$ cat config.mk
export PLATFORM = sky130hd
export DESIGN_NAME = capture_sequencer
export DESIGN_NICKNAME = d
export VERILOG_FILES = /design/src/rtl/capture_sequencer.sv
export SDC_FILE = /design/constraint.sdc
export NUM_CORES = 1
export LEC_CHECK = 0
export BUFFER_PORTS_ARGS = -buffer_cell sky130_fd_sc_hd__buf_4
export CAP_MARGIN = 5
export CORE_MARGIN = 3
export CORE_UTILIZATION = 45
export DETAILED_ROUTE_END_ITERATION = 12
export GPL_TIMING_DRIVEN = 0
export PLACE_DENSITY = 0.77
export SYNTH_ARGS = -nofsm -noshare
export SYNTH_HDL_FRONTEND = slang
export SYNTH_SLANG_ARGS = --single-unit
$ cat constraint.sdc
create_clock -name Clk -period 4.3 [get_ports Clk]
set_input_delay 0.645 -clock Clk [delete_from_list [all_inputs] [get_ports Clk]]
set_output_delay 0.645 -clock Clk [all_outputs]
set_load 0.03 [all_outputs]
$ cat src/rtl/capture_sequencer.sv
// rtl/capture_sequencer.sv - single-word capture sequencer with setup/hold phasing and sticky hold-violation flag
module capture_sequencer #(
    parameter int WIDTH  = 8,
    parameter int TSETUP = 2,
    parameter int THOLD  = 1,
    parameter int CNT_W  = 4
) (
    input  logic             Clk,
    input  logic             Rst,
    input  logic             req,
    input  logic [WIDTH-1:0] V,
    input  logic             err_clr,
    output logic             busy,
    output logic             cap_en,
    output logic [WIDTH-1:0] W,
    output logic             Q,
    output logic             Qb,
    output logic             ack,
    output logic             Err
);

    typedef enum logic [2:0] {
        S_IDLE,
        S_SETUP,
        S_CAPTURE,
        S_HOLD,
        S_DONE
    } state_t;

    localparam logic [CNT_W-1:0] SETUP_LOAD = CNT_W'(TSETUP - 1);
    localparam logic [CNT_W-1:0] HOLD_LOAD  = CNT_W'((THOLD > 0) ? THOLD - 1 : 0);

    state_t             state_q, state_d;
    logic [CNT_W-1:0]   cnt_q, cnt_d;
    logic [WIDTH-1:0]   d_lat_q, d_lat_d;
    logic [WIDTH-1:0]   w_q, w_d;
    logic               busy_q, busy_d;
    logic               q_q, q_d;
    logic               qb_q, qb_d;
    logic               err_q, err_d;

    always_comb begin
        state_d = state_q;
        cnt_d   = cnt_q;
        d_lat_d = d_lat_q;
        w_d     = w_q;
        busy_d  = busy_q;
        q_d     = q_q;
        qb_d    = qb_q;
        // A violation in the same cycle as a clear must leave the flag set.
        err_d   = err_q & ~err_clr;
        case (state_q)
            S_IDLE: begin
                if (req) begin
                    d_lat_d = V;
                    busy_d  = 1'b1;
                    cnt_d   = SETUP_LOAD;
                    state_d = S_SETUP;
                end
            end
            S_SETUP: begin
                if (!req) begin
                    busy_d  = 1'b0;
                    cnt_d   = '0;
                    state_d = S_IDLE;
                end else if (cnt_q == '0) begin
                    state_d = S_CAPTURE;
                end else begin
                    cnt_d = cnt_q - CNT_W'(1);
                end
            end
            S_CAPTURE: begin
                w_d  = d_lat_q;
                q_d  = ^d_lat_q;
                qb_d = ~(^d_lat_q);
                if (THOLD > 0) begin
                    cnt_d   = HOLD_LOAD;
                    state_d = S_HOLD;
                end else begin
                    state_d = S_DONE;
                end
            end
            S_HOLD: begin
                if (!req || (V != d_lat_q)) begin
                    err_d = 1'b1;
                end
                if (cnt_q == '0) begin
                    state_d = S_DONE;
                end else begin
                    cnt_d = cnt_q - CNT_W'(1);
                end
            end
            S_DONE: begin
                busy_d  = 1'b0;
                state_d = S_IDLE;
            end
            default: begin
                state_d = S_IDLE;
            end
        endcase
    end

    always_ff @(posedge Clk or negedge Rst) begin
        if (!Rst) begin
            state_q <= S_IDLE;
            cnt_q   <= '0;
            d_lat_q <= '0;
            w_q     <= '0;
            busy_q  <= 1'b0;
            q_q     <= 1'b0;
            qb_q    <= 1'b1;
            err_q   <= 1'b0;
        end else begin
            state_q <= state_d;
            cnt_q   <= cnt_d;
            d_lat_q <= d_lat_d;
            w_q     <= w_d;
            busy_q  <= busy_d;
            q_q     <= q_d;
            qb_q    <= qb_d;
            err_q   <= err_d;
        end
    end

    assign cap_en = (state_q == S_CAPTURE);
    assign ack    = (state_q == S_DONE);
    assign busy   = busy_q;
    assign W      = w_q;
    assign Q      = q_q;
    assign Qb     = qb_q;
    assign Err    = err_q;

endmodule

# ---- Word level (Yosys, flattened, before mapping)
# Index checks and enable logic that the tools add are counted.
dict set report classes {
  mux 14
  reduce_logical 11
  eq_ne 9
  bitwise_logic 3
  n_addsub 1
}
# op count
set op_table {}
lappend op_table {{4-bit one-hot mux with 4 select lines} 1}
lappend op_table {{3-bit 2-to-1 mux} 4}
lappend op_table {{4-bit 2-to-1 mux} 3}
lappend op_table {{3-bit one-hot mux with 4 select lines} 1}
lappend op_table {{8-bit inequality test} 1}
lappend op_table {{8-bit XOR reduction} 1}
lappend op_table {{3-bit by 2-bit equality test with 1-bit output (second input constant)} 2}
lappend op_table {{2-bit inequality test (second input constant)} 3}
lappend op_table {{3-bit AND reduction} 2}
lappend op_table {{4-bit logical NOT} 1}
lappend op_table {{1-bit 2-to-1 mux} 4}
lappend op_table {{2-bit AND reduction} 2}
lappend op_table {{4-bit nonzero test} 1}
lappend op_table {{4-bit by 1-bit subtractor with 4-bit output (second input constant)} 1}
lappend op_table {{3-bit by 1-bit equality test with 1-bit output (second input constant)} 1}
lappend op_table {{3-bit equality test (second input constant)} 1}
lappend op_table {{3-bit logical NOT} 1}
lappend op_table {{3-bit inequality test (second input constant)} 1}
lappend op_table {{1-bit one-hot mux with 3 select lines} 1}
lappend op_table {{3-bit nonzero test} 1}
lappend op_table {{1-bit inverter} 2}
lappend op_table {{1-bit bitwise AND} 1}
lappend op_table {{1-bit logical NOT} 1}
lappend op_table {{1-bit logical OR} 1}
dict set report totals {
  elab_cells 46
  ff_bits 27
  out_inout_bits 14
}

# ---- Logic depth before layout (Yosys ltp)
# Gate-level depths: netlist (run 1).
dict set report depth {
  depth_word 4
  mapped_depth 6
  ltp_nobuf 6
}

# ---- Least setup slack after synthesis (run 1)
# Ideal clock, no wire load.
dict set report synth_path {
  kind {register to output}
  start {reg state_q[2]}
  end {out ack}
  t_arrival_ps 1185
  stages_incl_launch_ff 3
  setup_slack_ps 2470
  t_required_ps 3655
  path_cell_list {dfrtp_1 inv_1 nor3_1}
}
dict set report synth_between {
  elab_chain_cells 1
}
# item line_no
set synth_rtl {}
lappend synth_rtl {{start: declaration} 33} ;# state_t state_q, state_d;
lappend synth_rtl {{start signal: assignment} 114} ;# state_q <= state_d;
lappend synth_rtl {{3-bit equality test} 126} ;# assign ack = (state_q == S_DONE);
lappend synth_rtl {{end: declaration} 18} ;# output logic ack,
# No other way between the ends.

# ---- Worst setup path in the final report (run 1)
dict set report layout_path {
  start {reg state_q[1]}
  end {out cap_en}
}
dict set report layout_between {
  elab_chain_cells 1
}
# item line_no
set layout_rtl {}
lappend layout_rtl {{3-bit by 2-bit equality test with 1-bit output} 125} ;# assign cap_en = (state_q == S_CAPTURE);
lappend layout_rtl {{end: declaration} 14} ;# output logic cap_en,
# No other way between the ends.

==> results of run 1 <==
==> through the flow <==
stage | worst slack [ns] | util (%) | instances | hold WS [ns] | power [mW]
final | 2.105 | 56.59 | 172 | 0.2012 | 1.374
after global placement | 2.510 | 55.60 | 168 | 0.4749 | 1.238
after detailed placement | 2.484 | 55.60 | 168 | 0.4906 | 1.275
after floorplan | 2.470 | - | 112 | 0.3494 | 1.056
after CTS | 2.094 | 56.59 | 172 | 0.2021 | 1.385
after global routing | 2.019 | 56.59 | 172 | 0.1962 | 1.475
==> worst reg2reg max path: cells and delay by family (launching register included) <==
kind,cells,cell delay [ns]
compound gates,2,0.50
fa+ha+maj,1,0.23
buf+inv,1,0.11
flops,1,0.44
simple gates,1,0.36
==> layout make-up <==
cell class | instances | area [um^2]
tap | 31 | 38.79
buffer | 4 | 27.53
fill | 246 | 1207
clock buffer | 3 | 22.52
timing repair buffer | 25 | 187.7
multi-input combinational | 76 | 596.8
inverter | 5 | 18.77
clock inverter | 1 | 5.005
sequential | 27 | 676.9
==> sequential cells by signal, summed over array words and instances (netlist names) <==
signal	cells
d_lat_q	8
Q	1
W	8
busy	1
Qb	1
cnt_q	4
Err	1
state_q	3
==> Yosys cell counts <==
cell type,number
nand2_1,5
nor2_1,5
o2bb2ai_1,1
nor2b_1,1
nand4_1,2
mux2_4,1
ha_1,1
nand3b_1,1
and3_1,2
a21oi_1,5
nor3b_4,1
o32ai_1,1
o22ai_1,1
buf_2,1
inv_1,5
a32o_1,1
buf_4,3
o21bai_1,1
xnor2_1,8
o31ai_1,2
nor3_1,4
a222oi_1,1
mux2_2,16
dfrtp_1,26
dfstp_2,1
o21ai_0,4
nand2b_1,4
xor2_1,7
nor4_1,1
==> where the power goes <==
| group | internal [mW] | switching (mW) |
|---|---|---|
| sequential | 0.380 | 0.102 |
| clock | 0.0349 | 0.0751 |
| combinational | 0.375 | 0.406 |
| total | 0.791 | 0.583 |
==> placed cells by master, fill, tap and decap left out, drive strengths merged <==
cell and count:
nor3 4, xor2 7, dfrtp 26, clkbuf 3, o31ai 2, nand4 2, nand2b 4, xnor2 8
a32o 1, clkinv 1, o22ai 1, inv 5, dfstp 1, nand2 5, buf 29, nand3b 1
nor4 1, nor2b 1, mux2 17, ha 1, a21oi 5, a222oi 1, o2bb2ai 1, and3 2
o32ai 1, o21ai 4, nor3b 1, o21bai 1, nor2 5
==> per-layer routing <==
| metal | track usage (%) | share of wire, % | vias to the layer above |
|---|---|---|---|
| li1 | - | - | 447 |
| met1 | 19.38 | 42 | 475 |
| met2 | 28.40 | 52 | 20 |
| met3 | 2.592 | 4.9 | 2 |
| met4 | 5.696 | 0.55 | 0 |
| met5 | 0 | 0 | - |
==> cell families after synthesis <==
group                    Yosys count
AO/OA/AOI/OAI                     17
adder cells (fa/ha/maj)            1
buffers and inverters              9
multiplexers                      17
flip-flops                        27
AND/OR/NAND/NOR                   26
XOR/XNOR                          15
==> how the worst max path moves through the flow <==
stage / start / endpoint / slack [ns] / depth (start not counted)
floorplan: state_q[2]$_DFFE_PN0P_ / ack / 2.47 / 2
global placement: state_q[1]$_DFFE_PN0P_ / cap_en / 2.51 / 5
detailed placement: state_q[1]$_DFFE_PN0P_ / cap_en / 2.48 / 5
CTS: state_q[1]$_DFFE_PN0P_ / cap_en / 2.09 / 5
global route: state_q[1]$_DFFE_PN0P_ / cap_en / 2.02 / 5
finish: state_q[1]$_DFFE_PN0P_ / cap_en / 2.10 / 5
==> out/results.txt, run 1 <==
CP Launch Type: register
Tightest Pin Transition: 0.5659 ns
Netlist cell types: 29
pin count of the biggest net entering global routing: 28
Hold Fails Final Rpt: 0
Post-CTS Setup Inserts: 0
largest family of logic cells by synthesized area: multiplexers
kind of critical path: reg2out
Skew-Pair Late Insertion Delay: 0.32 ns
DR vias/cell: 5.488
CTS Buf Count: 3
Post-Route Setup TNS: 0 ns
CP cell instances: buf_4, nand2b_1, nor2_1, buf_4, buf_4
critical path required time: 3.65 ns
Final Cell Area: 0.001574 mm^2
Placed Area: 0.001546 mm^2
xor and xnor area share after synthesis: 9.953%
initial antenna violation count: 0
dpl hpwl: 1913 um
r2r worst-path depth: 5
CP endpoint kind: output pin
Pwr Density: 872.7 mW/mm^2
Detail Route Antenna Nets: 0
I/O pin cnt: 26
Yosys warnings: 0
Final Max Slew Viols: 0
post_cts resized: 0
# DRC: 0
Layout Nets: 155
period utilization: 51.05%
Mapped Area: 0.001320 mm^2
Seq/Total Area, Yosys: 51.28%
TritonCTS Sinks: 27
Synth area leaders: dfrtp_1, mux2_2, xnor2_1
hold_buf cts: 0
CTS tree: yes
worst flop-to-flop path startpoint: cnt_q[0]$_DFFE_PN0P_
Setup Skew: 0.003573 ns
CP most frequent cell: buf_4
core box area: 0.002781 mm^2
gr ovfl total: 0
Area Growth Syn to Fin: 19.24%
Leakage: 0.7122 nW
synthesized flop and latch total: 27
top cell type by total area after synthesis: dfrtp_1
layout cells sized above 1: 36.88%
post-synthesis compound-gate area fraction: 8.436%
worst hold-check path type: in2async
adder-cell share of the synthesized area: 0.9479%
drt total wl: 2530 um
Mapped Cells: 112
Mean Syn Cell Area: 11.79 um^2
RSZ-0062 raised after global routing: no
Clock Path Buffers: 2
total of max-cap violations: 0
Routed wire per std cell: 14.71 um
outcome: complete, no violations
gr usage total: 16.02%
clk slew on worst S/H paths: 0.15 ns
relative slew slack: 61.88%
min Tclk post-route: 2.195 ns
worst path bufs/invs: 3
fmax: 455.5 MHz
Die Wd: 60.16 um
Worst Path Max Fanout: 10
post-synthesis simple-gate area fraction: 11.09%
Worst R2R End: cnt_q[0]$_DFFE_PN0P_
WP data arrival: 1.55 ns
multiplexer area fraction after synthesis: 14.79%
drt pass-1 iters: 4
Peak VDD IR: 580.6 uV
H-tree levels: 1
clk root buf: clkbuf_4
input/output buffers: 25
critical path's top delay family: buffers and inverters
Synth top area share: 49.29%
CP max stage delay: 0.35 ns
die height: 60.16 um
crit path max-delay cell type: dfrtp_1
via count: 944
# rows: 19
setup violators final: 0
GPL Wtd Cong: 0.7835
First DRT Iteration DRCs: 16
Starting Density: 47.46%
Post-Synthesis Net Count: 125
register-to-register setup slack: 2.57 ns
n_diodes: 0
die area: 0.003619 mm^2
vias in the first global route: 975
first-pass GRT wire length: 4353 um
(Power assumes the default switching activity.)
==> run 2: changes to the inputs <==
clock period = 2.1 ns   (was 4.3 ns; I/O delays follow)
==> run 2 against run 1 <==
  * Combinational power grew 100%
  * Clock power grew 100%
  * First-iteration DRC count grew 6.3%
  * Routed wire length grew 0.12%
  * Total power grew 100%
  * Flip-flop and latch count is the same
  * Largest power group unchanged
  * Sequential share of layout area shrank 0.27 points
  * Worst hold slack gained 0.025 ns
  * Clock skew is the same
  * Core utilization grew 0.36 points
  * Register-to-register slack lost 2.2 ns
==> out/results.txt, run 2 (same netlist as run 1, synthesis figures left out) <==
via count: 946 (was 944)
I/O pin cnt: 26 (unchanged)
GPL Wtd Cong: 0.7835 (unchanged)
gr usage total: 16.02% (unchanged)
Clock power frac: 8.0% (about the same)
commonest non-fill, non-tap cell in the layout: buf_4 (unchanged)
Die Wd: 60.16 um (unchanged)
pre-CTS setup slack: 0.4177 ns (was 2.484 ns)
Comb power frac: 56.9% (about the same)
Leakage: 0.7164 nW (was 0.7122 nW)
sequential power share: 35.1% (about the same)
Post-CTS Setup Inserts: 0 (unchanged)
Clock Path Buffers: 2 (unchanged)
Final Max Slew Viols: 0 (unchanged)
setup violators final: 0 (unchanged)
post-layout power: 2.814 mW (was 1.374 mW)
hold depth: 2
# rows: 19 (unchanged)
die area: 0.003619 mm^2 (unchanged)
most frequent cells in the layout: buf_4, dfrtp_1, mux2_2, xnor2_1, xor2_1 (unchanged)
kind of critical path: reg2out (unchanged)
# placed instances: 168 (unchanged)
clk slew on worst S/H paths: 0.15 ns (about the same)
utilization after layout: 56.95% (was 56.59%)
TritonCTS Sinks: 27 (unchanged)
worst hold-check path type: in2reg (was in2async)
hold_buf cts: 1 (was 0)
Skew-Pair Late Insertion Delay: 0.32 ns (about the same)
DR vias/cell: 5.468 (was 5.488)
Routed wire per std cell: 14.64 um (was 14.71 um)
setup ws final: 0.2347 ns (was 2.105 ns)
# DRC: 0 (unchanged)
Tightest Pin Transition: 0.5659 ns (unchanged)
hold_ws: 0.2263 ns (was 0.2012 ns)
Worst Path Max Fanout: 10 (unchanged)
crit path max-delay cell type: dfrtp_1 (unchanged)
drt pass-1 iters: 4 (unchanged)
Switching Fraction: 42.42% (was 42.43%)
initial antenna violation count: 0 (unchanged)
H-tree levels: 1 (unchanged)
Detail Route Antenna Nets: 0 (unchanged)
fmax: 536.1 MHz
First DRT Iteration DRCs: 17 (was 16)
Hold Path Origin: V[6]
Setup Skew: 0.003573 ns (unchanged)
core box area: 0.002781 mm^2 (unchanged)
pin count of the biggest net entering global routing: 28 (unchanged)
drt total wl: 2533 um (was 2530 um)
post_cts resized: 0 (unchanged)
n_diodes: 0 (unchanged)
Crit. Startpoint: state_q[1]$_DFFE_PN0P_ (unchanged)
CP cell instances: buf_4, nand2b_1, nor2_1, buf_4, buf_4 (unchanged)
min Tclk post-route: 1.865 ns
CTS Buf Count: 3 (unchanged)
RSZ-0062 raised after global routing: no (unchanged)
Placed Area: 0.001546 mm^2 (unchanged)
CP most frequent cell: buf_4 (unchanged)
CTS tree: yes (unchanged)
Peak VDD IR: 1189 uV (was 580.6 uV)
Hold Fails Final Rpt: 0 (unchanged)
CP Launch Type: register (unchanged)
vias in the first global route: 975 (unchanged)
relative slew slack: 61.88% (unchanged)
clk root buf: clkbuf_4 (unchanged)
worst flop-to-flop path startpoint: cnt_q[0]$_DFFE_PN0P_ (unchanged)
critical path required time: 1.78 ns (was 3.65 ns)
layout cells sized above 1: 36.62% (was 36.88%)
gr ovfl total: 0 (unchanged)
period utilization: 88.83%
Area Growth Syn to Fin: 20.00% (was 19.24%)
WP data arrival: 1.55 ns (about the same)
CP max stage delay: 0.35 ns (about the same)
r2r worst-path depth: 5 (unchanged)
dpl hpwl: 1913 um (unchanged)
Post-Route Setup TNS: 0 ns (unchanged)
first-pass GRT wire length: 4353 um (unchanged)
input/output buffers: 25 (unchanged)
Starting Density: 47.46% (unchanged)
NetSw: 1.194 mW (was 0.5829 mW)
Layout Nets: 156 (was 155)
die height: 60.16 um (unchanged)
CP endpoint kind: output pin (unchanged)
Layout Cells excl Fill: 173 (was 172)
Fillers: 245 (was 246)
Pwr Density: 1777 mW/mm^2 (was 872.7 mW/mm^2)
total of max-cap violations: 0 (unchanged)
outcome: complete, no violations (unchanged)
internal power: 1.620 mW (was 0.7907 mW)
Final Cell Area: 0.001584 mm^2 (was 0.001574 mm^2)
==> run 2: cell types whose count changed in the layout (fill, tap and decap cells not counted) <==
cell | previous run | this run
dlygate4sd3_1 | 0 | 1
==> run 2: area by class of cell <==
cell class	instances	area, um^2	area share [%]
well taps	31	38.79	2.449
flip-flops and latches	27	676.9	42.73
multi-input cells	76	596.8	37.68
repair buffers	26	197.7	12.48
clock inverters	1	5.005	0.3160
inverters	5	18.77	1.185
plain buffers	4	27.53	1.738
clock buffers	3	22.52	1.422
==> run 2: metal layers <==
layer	vias up	wire length, um	track usage, %
met3	2	119	2.376
met4	0	14	5.696
met5	-	0	0
met1	475	1071	19.51
li1	449	-	-
met2	20	1328	28.40
==> run 2: worst max-delay path, delay by kind of cell, from the launching register on <==
kind                   cells  cell delay (ns)
buffers and inverters      3             0.57
and+or+nand+nor            2             0.29
DFF                        1             0.35
==> run 2: worst paths after layout <==
path | end | slack (ns)
setup / recovery | cap_en | 0.23
hold / removal | d_lat_q[6]$_DFFE_PN0P_ | 0.23
setup reg to reg | cnt_q[0]$_DFFE_PN0P_ | 0.37
hold reg to reg | Err$_DFF_PN0_ | 0.52
max in group asynchronous | Qb$_DFFE_PN1N_ | 1.38
min in group asynchronous | Err$_DFF_PN0_ | 0.42
==> run 2: power by group through the flow <==
stage | clock, mW | sequential [mW] | combinational, mW
floorplan | 0 | 1.19 | 0.967
global placement | 0 | 0.987 | 1.55
detailed placement | 0 | 1.00 | 1.61
CTS | 0.236 | 0.990 | 1.61
global route | 0.260 | 1.03 | 1.74
finish | 0.225 | 0.988 | 1.60
==> run 3: changes to the inputs <==
ABC_AREA = 1   (was unset)
PLACE_DENSITY = 0.76   (was 0.77)
REMOVE_ABC_BUFFERS = 1   (was unset)
==> run 3 against run 2 <==
  * Non-clock buffer count is 4 lower
  * Worst hold slack lost 0.032 ns
  * First-iteration DRC count increased to 6.2 times the previous value
  * Global-route usage down 0.24 points
  * Critical endpoint unchanged
  * Highest routed layer is now met3
==> out/results.txt, run 3 <==
register-to-register setup slack: 0.73 ns (was 0.37 ns)
Hold Fails Final Rpt: 0 (unchanged)
Routed wire per std cell: 10.95 um (was 14.64 um)
period utilization: 91.44% (was 88.83%)
DR vias/cell: 4.648 (was 5.468)
critical path required time: 1.78 ns (about the same)
Switching Fraction: 50.11% (was 42.42%)
Skew-Pair Late Insertion Delay: 0.33 ns (was 0.32 ns)
worst hold-check path type: in2reg (unchanged)
n_diodes: 0 (unchanged)
first-pass GRT wire length: 5257 um (was 4353 um)
# DRC: 0 (unchanged)
CTS Buf Count: 3 (unchanged)
Mean Syn Cell Area: 7.287 um^2 (was 11.79 um^2)
Tightest Pin Transition: 0.3724 ns (was 0.5659 ns)
Crit. Startpoint: state_q[0]$_DFFE_PN0P_ (was state_q[1]$_DFFE_PN0P_)
top cell type by total area after synthesis: dfrtp_1 (unchanged)
core box area: 0.003153 mm^2 (was 0.002781 mm^2)
Synth area leaders: dfrtp_1, nand2_1, inv_1 (was dfrtp_1, mux2_2, xnor2_1)
Critical Path Sink: cap_en (unchanged)
Clock power frac: 8.2% (was 8.0%)
post-layout power: 2.790 mW (was 2.814 mW)
Mapped Cells: 210 (was 112)
Worst Path Max Fanout: 20 (was 10)
worst flop-to-flop path startpoint: cnt_q[0]$_DFFE_PN0P_ (unchanged)
vias in the first global route: 1,196 (was 975)
drt pass-1 iters: 4 (unchanged)
total of max-cap violations: 0 (unchanged)
setup violators final: 0 (unchanged)
clk root buf: clkbuf_4 (unchanged)
Die Wd: 64.32 um (was 60.16 um)
utilization after layout: 56.79% (was 56.95%)
Area Growth Syn to Fin: 17.01% (was 20.00%)
Comb power frac: 58.0% (was 56.9%)
clk slew on worst S/H paths: 0.15 ns (about the same)
Peak VDD IR: 533.2 uV (was 1189 uV)
fmax: 520.7 MHz (was 536.1 MHz)
r2r worst-path depth: 6 (was 5)
Post-Route Setup TNS: 0 ns (unchanged)
Yosys warnings: 0 (unchanged)
Post-synth ARST share: 100.0% (unchanged)
CTS tree: yes (unchanged)
Starting Density: 48.53% (was 47.46%)
EDFF count, synth: 0 (unchanged)
I/O pin cnt: 26 (unchanged)
outcome: complete, no violations (unchanged)
Detail Route Antenna Nets: 0 (unchanged)
initial antenna violation count: 0 (unchanged)
dpl hpwl: 2236 um (was 1913 um)
Pwr Density: 1558 mW/mm^2 (was 1777 mW/mm^2)
TritonCTS Sinks: 27 (unchanged)
Clock Path Buffers: 2 (unchanged)
First DRT Iteration DRCs: 105 (was 17)
die area: 0.004136 mm^2 (was 0.003619 mm^2)
NetSw: 1.398 mW (was 1.194 mW)
Main synth FF type: dfrtp_1 (unchanged)
Setup Skew: 0.004904 ns (was 0.003573 ns)
Mapped Area: 0.001530 mm^2 (was 0.001320 mm^2)
most frequent cells in the layout: nand2_1, inv_1, dfrtp_1, buf_4, nand3_1 (was buf_4, dfrtp_1, mux2_2, xnor2_1, xor2_1)
kind of critical path: reg2out (unchanged)
GPL Wtd Cong: 0.8032 (was 0.7835)
Layout Nets: 251 (was 156)
gr ovfl total: 0 (unchanged)
drt total wl: 3077 um (was 2533 um)
RSZ-0062 raised after global routing: no (unchanged)
# rows: 20 (was 19)
CP Launch Type: register (unchanged)
relative slew slack: 75.15% (was 61.88%)
die height: 64.32 um (was 60.16 um)
gr usage total: 15.78% (was 16.02%)
internal power: 1.392 mW (was 1.620 mW)
Netlist cell types: 23 (was 29)
synth cell count leaders: nand2_1, inv_1, dfrtp_1 (was dfrtp_1, mux2_2, xnor2_1)
Worst R2R End: cnt_q[1]$_DFFE_PN0P_ (was cnt_q[0]$_DFFE_PN0P_)
WP data arrival: 1.61 ns (was 1.55 ns)
sequential power share: 33.8% (was 35.1%)
layout cells sized above 1: 19.41% (was 36.62%)
Final Max Slew Viols: 0 (unchanged)
min Tclk post-route: 1.920 ns (was 1.865 ns)
Seq/Total Area, Yosys: 44.24% (was 51.28%)
via count: 1,306 (was 946)
most numerous cell in the Yosys netlist: nand2_1 (was dfrtp_1)
input/output buffers: 25 (unchanged)
H-tree levels: 1 (unchanged)
Leakage: 1.011 nW (was 0.7164 nW)
synthesized flop and latch total: 27 (unchanged)
pin count of the biggest net entering global routing: 28 (unchanged)
Synth top area share: 42.52% (was 49.29%)
commonest non-fill, non-tap cell in the layout: nand2_1 (was buf_4)
CP endpoint kind: output pin (unchanged)
## run 3: cell count changes after synthesis, moves of 6 or more
cell and change:
nand2_1 +82, inv_1 +25, nand3_1 +18, mux2_2 -16, o21ai_0 +9, xnor2_1 -8, o21ai_2 +7, xor2_1 -6
## run 3: per-layer routing
layer / GRT usage, % / share of wire (%) / vias to the layer above / routed length, um
met1: 22.81 / 51 / 567 / 1575
met3: 1.933 / 4.9 / 0 / 152
met5: 0 / 0 / - / 0
met2: 24.61 / 44 / 30 / 1350
met4: 4.749 / 0 / 0 / 0
li1: - / - / 709 / -
## run 3: worst max-delay path, stage by stage (launching register included)
cell     delay [ns]
dfrtp_1        0.49
inv_1          0.13
nand3_2        0.32
inv_2          0.16
buf_4          0.17
## run 3: how the worst min path moves through the flow
stage,start,end,depth (start not counted)
6_report,err_clr,Err$_DFF_PN0_,4
4_1_cts,err_clr,Err$_DFF_PN0_,4
3_3_place_gp,Rst,Q$_DFFE_PN0N_,1
2_1_floorplan,Rst,Err$_DFF_PN0_,0
3_5_place_dp,Rst,Q$_DFFE_PN0N_,1
5_1_grt,err_clr,Err$_DFF_PN0_,4
## run 3: cell families (layout without fill, tap and decap cells)
kind of cell,Yosys count,count (layout),share of synthesized area [%]
AO/OA/AOI/OAI,29,29,12.43
XOR/XNOR,1,1,0.5725
adder cells (fa/ha/maj),1,1,0.8175
buffers and inverters,36,63,9.648
flip-flops,27,27,44.24
AND/OR/NAND/NOR,116,116,32.30
## run 3: cell type report
class	count	area, um^2
multi-input combinational	147	710.7
inverter	33	123.9
timing repair buffer	26	197.7
clock buffer	4	26.28
fill	301	1363
sequential	27	676.9
tap	44	55.05
## run 3: per-stage QoR
stage	cell area (um^2)	worst slack, ns	hold slack, ns	cells
finish	1790	0.1797	0.1943	281
global route	1790	0.03917	0.2118	281
CTS	1790	0.1853	0.1994	281
detailed placement	1749	0.3257	0.2519	276
global placement	1749	0.3366	0.2505	276
floorplan	1506	0.6081	0.01941	207
## run 3: power by group through the flow
stage	Clock (mW)	Sequential [mW]	Combinational (mW)
2_1_floorplan	0	1.12	1.01
3_3_place_gp	0	0.940	1.58
3_5_place_dp	0	0.950	1.61
4_1_cts	0.233	0.940	1.62
5_1_grt	0.250	0.985	1.85
6_report	0.228	0.944	1.62
## run 3: timing repair
item,in CTS,in global routing
hold endpoints to repair,26,0
hold buffers,1,0
setup endpoints to repair,1,0
gates resized for setup,1,0
setup buffers,0,0
